[src/rtl/serial_subtractor.sv]
// Bit-serial N-bit subtractor: diff = a - b - bin, LSB first, one bit per clock.
// Framed by a start/busy/done handshake; results hold from done until the next accepted start.
module serial_subtractor #(
    parameter int N = 8
) (
    input  logic         clk,
    input  logic         rst_n,
    input  logic         start,
    input  logic [N-1:0] a,
    input  logic [N-1:0] b,
    input  logic         bin,
    output logic         busy,
    output logic         done,
    output logic [N-1:0] diff,
    output logic         bout,
    output logic         ovf,
    output logic [1:0]   fsm_state
);

    localparam int CW = (N > 1) ? $clog2(N) : 1;

    typedef enum logic [1:0] {
        IDLE = 2'd0,
        RUN  = 2'd1,
        DONE = 2'd2
    } state_t;

    state_t        state;
    logic [N-1:0]  a_sh;
    logic [N-1:0]  b_sh;
    logic          borrow;
    logic [CW-1:0] cnt;
    logic          a_msb;
    logic          b_msb;
    logic          x;
    logic          y;
    logic          d;
    logic          bo;

    assign fsm_state = state;

    // Full-subtractor cell on the bit currently at shift position 0.
    always_comb begin
        x  = a_sh[0];
        y  = b_sh[0];
        d  = x ^ y ^ borrow;
        bo = (~x & y) | (~(x ^ y) & borrow);
    end

    always_ff @(posedge clk) begin
        if (!rst_n) begin
            state  <= IDLE;
            busy   <= 1'b0;
            done   <= 1'b0;
            diff   <= '0;
            bout   <= 1'b0;
            ovf    <= 1'b0;
            a_sh   <= '0;
            b_sh   <= '0;
            borrow <= 1'b0;
            cnt    <= '0;
            a_msb  <= 1'b0;
            b_msb  <= 1'b0;
        end else begin
            case (state)
                IDLE, DONE: begin
                    done <= 1'b0;
                    if (start) begin
                        a_sh   <= a;
                        b_sh   <= b;
                        borrow <= bin;
                        a_msb  <= a[N-1];
                        b_msb  <= b[N-1];
                        cnt    <= '0;
                        busy   <= 1'b1;
                        state  <= RUN;
                    end else begin
                        state <= IDLE;
                    end
                end
                RUN: begin
                    diff   <= {d, diff[N-1:1]};
                    a_sh   <= a_sh >> 1;
                    b_sh   <= b_sh >> 1;
                    borrow <= bo;
                    cnt    <= cnt + 1'b1;
                    // Last bit: d is the final diff MSB, bo the final borrow.
                    if (cnt == CW'(N - 1)) begin
                        state <= DONE;
                        busy  <= 1'b0;
                        done  <= 1'b1;
                        bout  <= bo;
                        ovf   <= (a_msb != b_msb) && (d != a_msb);
                    end
                end
                default: state <= IDLE;
            endcase
        end
    end

endmodule

[config.mk]
export PLATFORM = sky130hd
export DESIGN_NAME = serial_subtractor
export DESIGN_NICKNAME = d
export VERILOG_FILES = /design/src/rtl/serial_subtractor.sv
export SDC_FILE = /design/constraint.sdc
export NUM_CORES = 1
export LEC_CHECK = 0
export CAP_MARGIN = 20
export CORE_MARGIN = 3
export CORE_UTILIZATION = 60
export DETAILED_ROUTE_END_ITERATION = 8
export DONT_BUFFER_PORTS = 1
export PLACE_DENSITY = 0.76
export SYNTH_ARGS = -nofsm -noshare
export SYNTH_HDL_FRONTEND = slang
export SYNTH_SLANG_ARGS = --single-unit
[constraint.sdc]
create_clock -name clk -period 3.6 [get_ports clk]
set_clock_uncertainty 0.05 [all_clocks]
set_input_delay 0.54 -clock clk [delete_from_list [all_inputs] [get_ports clk]]
set_output_delay 0.54 -clock clk [all_outputs]
set_load 0.05 [all_outputs]
==> results_dict.tcl <==
set metrics [dict create \
    post_cts_resized 0 \
    die_area_mm2 0.002977 \
    fin_setup_tns_ps 0 \
    holdPathStages 2 \
    crit_type "flip-flop to flip-flop" \
    port_buffers 0 \
    rsz0062_at_grt "no" \
    start_util_pct 67.32 \
    hold_violations 0 \
    ys_seq_area_share_pct 50.93 \
    max_slew_margin_pct 28.21 \
    ys.flop_type "dfxtp_1" \
    overflow 0 \
    finalSetupViolCount 0 \
    ir_drop_uv 326.5 \
    drt_wl_total_um 2882 \
    hold_ws_ps 312.8 \
    outcome "complete, no violations" \
    cts_setup_buffers 0 \
    finalPower_mw 0.7330 \
    setup.worst_path.start_class "flip-flop" \
    period_minus_slack_ps 2294 \
    ys_ff_latch 36 \
    cts_tree "built" \
    synth.lib_cells_used.distinct 23 \
    path_clk_slew_ps 100 \
    r2r_start "fsm_state[0]$_SDFFE_PN0P_" \
    fmax_mhz 435.9 \
    rrSetupSlack_ps 1310 \
    grt_max_degree 36 \
    vias_per_cell 6.122 \
    num_io_pins 34 \
    path_max_fanout 28 \
    cts_root_buf "clkbuf_4" \
    dpl_cell_area_mm2 0.001393 \
    min_from "rst_n" \
    layout.cells.non_filler 188 \
    hold_end "done$_SDFFE_PN0P_" \
    post-route-period-util_pct 63.73 \
    drt_iter0_markers 36 \
    grt_pass1_wl_um 4885 \
    worst_pin_slew_ps 1072 \
    firstDrtPassIters 4 \
    endpoint_kind "flip-flop" \
    drive_gt1_share_pct 5.590 \
    gp_congestion 0.7051 \
    cts_max_level 2 \
    grt_usage_pct 23.50 \
    clk_latency_ps 330 \
    syn_area_mm2 0.001415 \
    leakagePower_nw 0.5030 \
    fin_nets 183 \
    hpwl_um 1956 \
    drc 0 \
    postSynthNetCount 187 \
    diodes 0 \
    synth-async-reset-ratio_pct 0 \
    syn_area_per_cell_um2 8.629 \
    ctsHoldBuffers 0 \
    hp-class "primary input to flip-flop" \
    critPathRequiredTime_ps 3780 \
    synth_edf_count 0 \
    slew_viol_final 0 \
    fp.coreArea_mm2 0.002102 \
    dp.cells 179 \
    detail_route.wl_per_cell_um 15.33 \
    cts_buffers 5 \
    antenna_found_initial 0 \
    cts_num_sinks 36 \
    final_cell_area_mm2 0.001463 \
    dr_total_vias 1151 \
    rows 16 \
    yosys_warnings 0 \
    syn2layout_area_growth_pct 3.360 \
    ctsLongestPathBuffers 2 \
    ant_nets 0 \
    cp_data_arrival_time_ps 2470 \
    final_cell_mix "dfxtp_1 (36), a21oi_1 (34), nand2_1 (23)" \
    die_h_um 54.57 \
    syn_inst 164 \
    grt_pass1_vias 1120 \
    rr_endpoint "bout$_SDFFE_PN0P_" \
    r2r_cells 3 \
    drv_cap 0 \
    powerDensity_mw_per_mm2 501.2 \
    die-width_um 54.57 \
    n_fill_cell 187 \
    final_common_cell "dfxtp_1" \
]
## metal layers
layer	routed length (um)	vias up	track usage (%)	share of wire [%]
met5	0	-	0	0
met4	57	0	9.129	2.0
met3	211	7	9.809	7.3
met2	1440	36	40.84	50
met1	1173	537	25.04	41
li1	-	571	-	-
## logic make-up (layout without fill, tap and decap cells)
group                      after synthesis  count (layout)  share of synthesized area, %
AOI/OAI and AO/OA                       52              52                         21.84
adders and majority gates                3               3                         3.183
buffers and inverters                   17              14                         6.011
DFF                                     36              36                         50.93
and+or+nand+nor                         56              56                         18.04
## flip-flops by register name, indices dropped and copies added, names as in the netlist, 2 cells and up
name and count:
fsm_state 2, b_sh 8, a_sh 8, diff 8, cnt 3
## worst max path at each step
stage                                         start              endpoint  slack, ps  depth (start not counted)
after floorplan           fsm_state[0]$_SDFFE_PN0P_  a_sh[0]$_SDFFE_PN0P_       2120                          5
after CTS                 fsm_state[0]$_SDFFE_PN0P_     bout$_SDFFE_PN0P_       1280                          3
final                     fsm_state[0]$_SDFFE_PN0P_     bout$_SDFFE_PN0P_       1310                          3
after global routing      fsm_state[0]$_SDFFE_PN0P_     bout$_SDFFE_PN0P_       1100                          3
after global placement    fsm_state[0]$_SDFFE_PN0P_     bout$_SDFFE_PN0P_       1370                          3
after detailed placement  fsm_state[0]$_SDFFE_PN0P_     bout$_SDFFE_PN0P_       1300                          3
## synth_stat cells (2+ instances only)
cell type	number	area (um^2)
nand3_1	20	100.1
nand2_1	23	86.33
buf_2	5	25.02
buf_4	2	15.01
dfxtp_1	36	720.7
a22oi_1	14	105.1
nand2b_1	3	18.77
ha_1	2	25.02
clkbuf_1	4	15.01
nor2b_1	3	18.77
a21oi_1	34	170.2
inv_1	3	11.26
nor2_1	5	18.77
## final cells by class
| cell class | instances | area [um^2] | share of cell area [%] |
|---|---|---|---|
| clock buffer | 8 | 58.81 | 4.021 |
| inverter | 4 | 15.01 | 1.027 |
| timing repair buffer | 2 | 22.52 | 1.540 |
| multi-input combinational | 111 | 611.8 | 41.83 |
| sequential | 36 | 720.7 | 49.27 |
| tap | 27 | 33.78 | 2.310 |
## per-stage QoR
stage | setup slack, ps | util [%]
3_3_place_gp | 1373 | 65.71
6_report | 1306 | 69.58
3_5_place_dp | 1295 | 66.25
2_1_floorplan | 2121 | -
4_1_cts | 1277 | 69.05
5_1_grt | 1103 | 69.58
## worst max-delay path: stages (launching register included)
cell	delay [ps]
dfxtp_1	740
nor2b_2	980
a21oi_1	150
a311oi_1	270
## report_power, final
part	leakage [nW]	internal [mW]	switching [mW]	total (mW)
clock	0.0326	0.0964	0.121	0.217
sequential	0.294	0.417	0.0224	0.440
combinational	0.176	0.0269	0.0496	0.0765
Note: power is estimated with default switching activity, not from simulation.
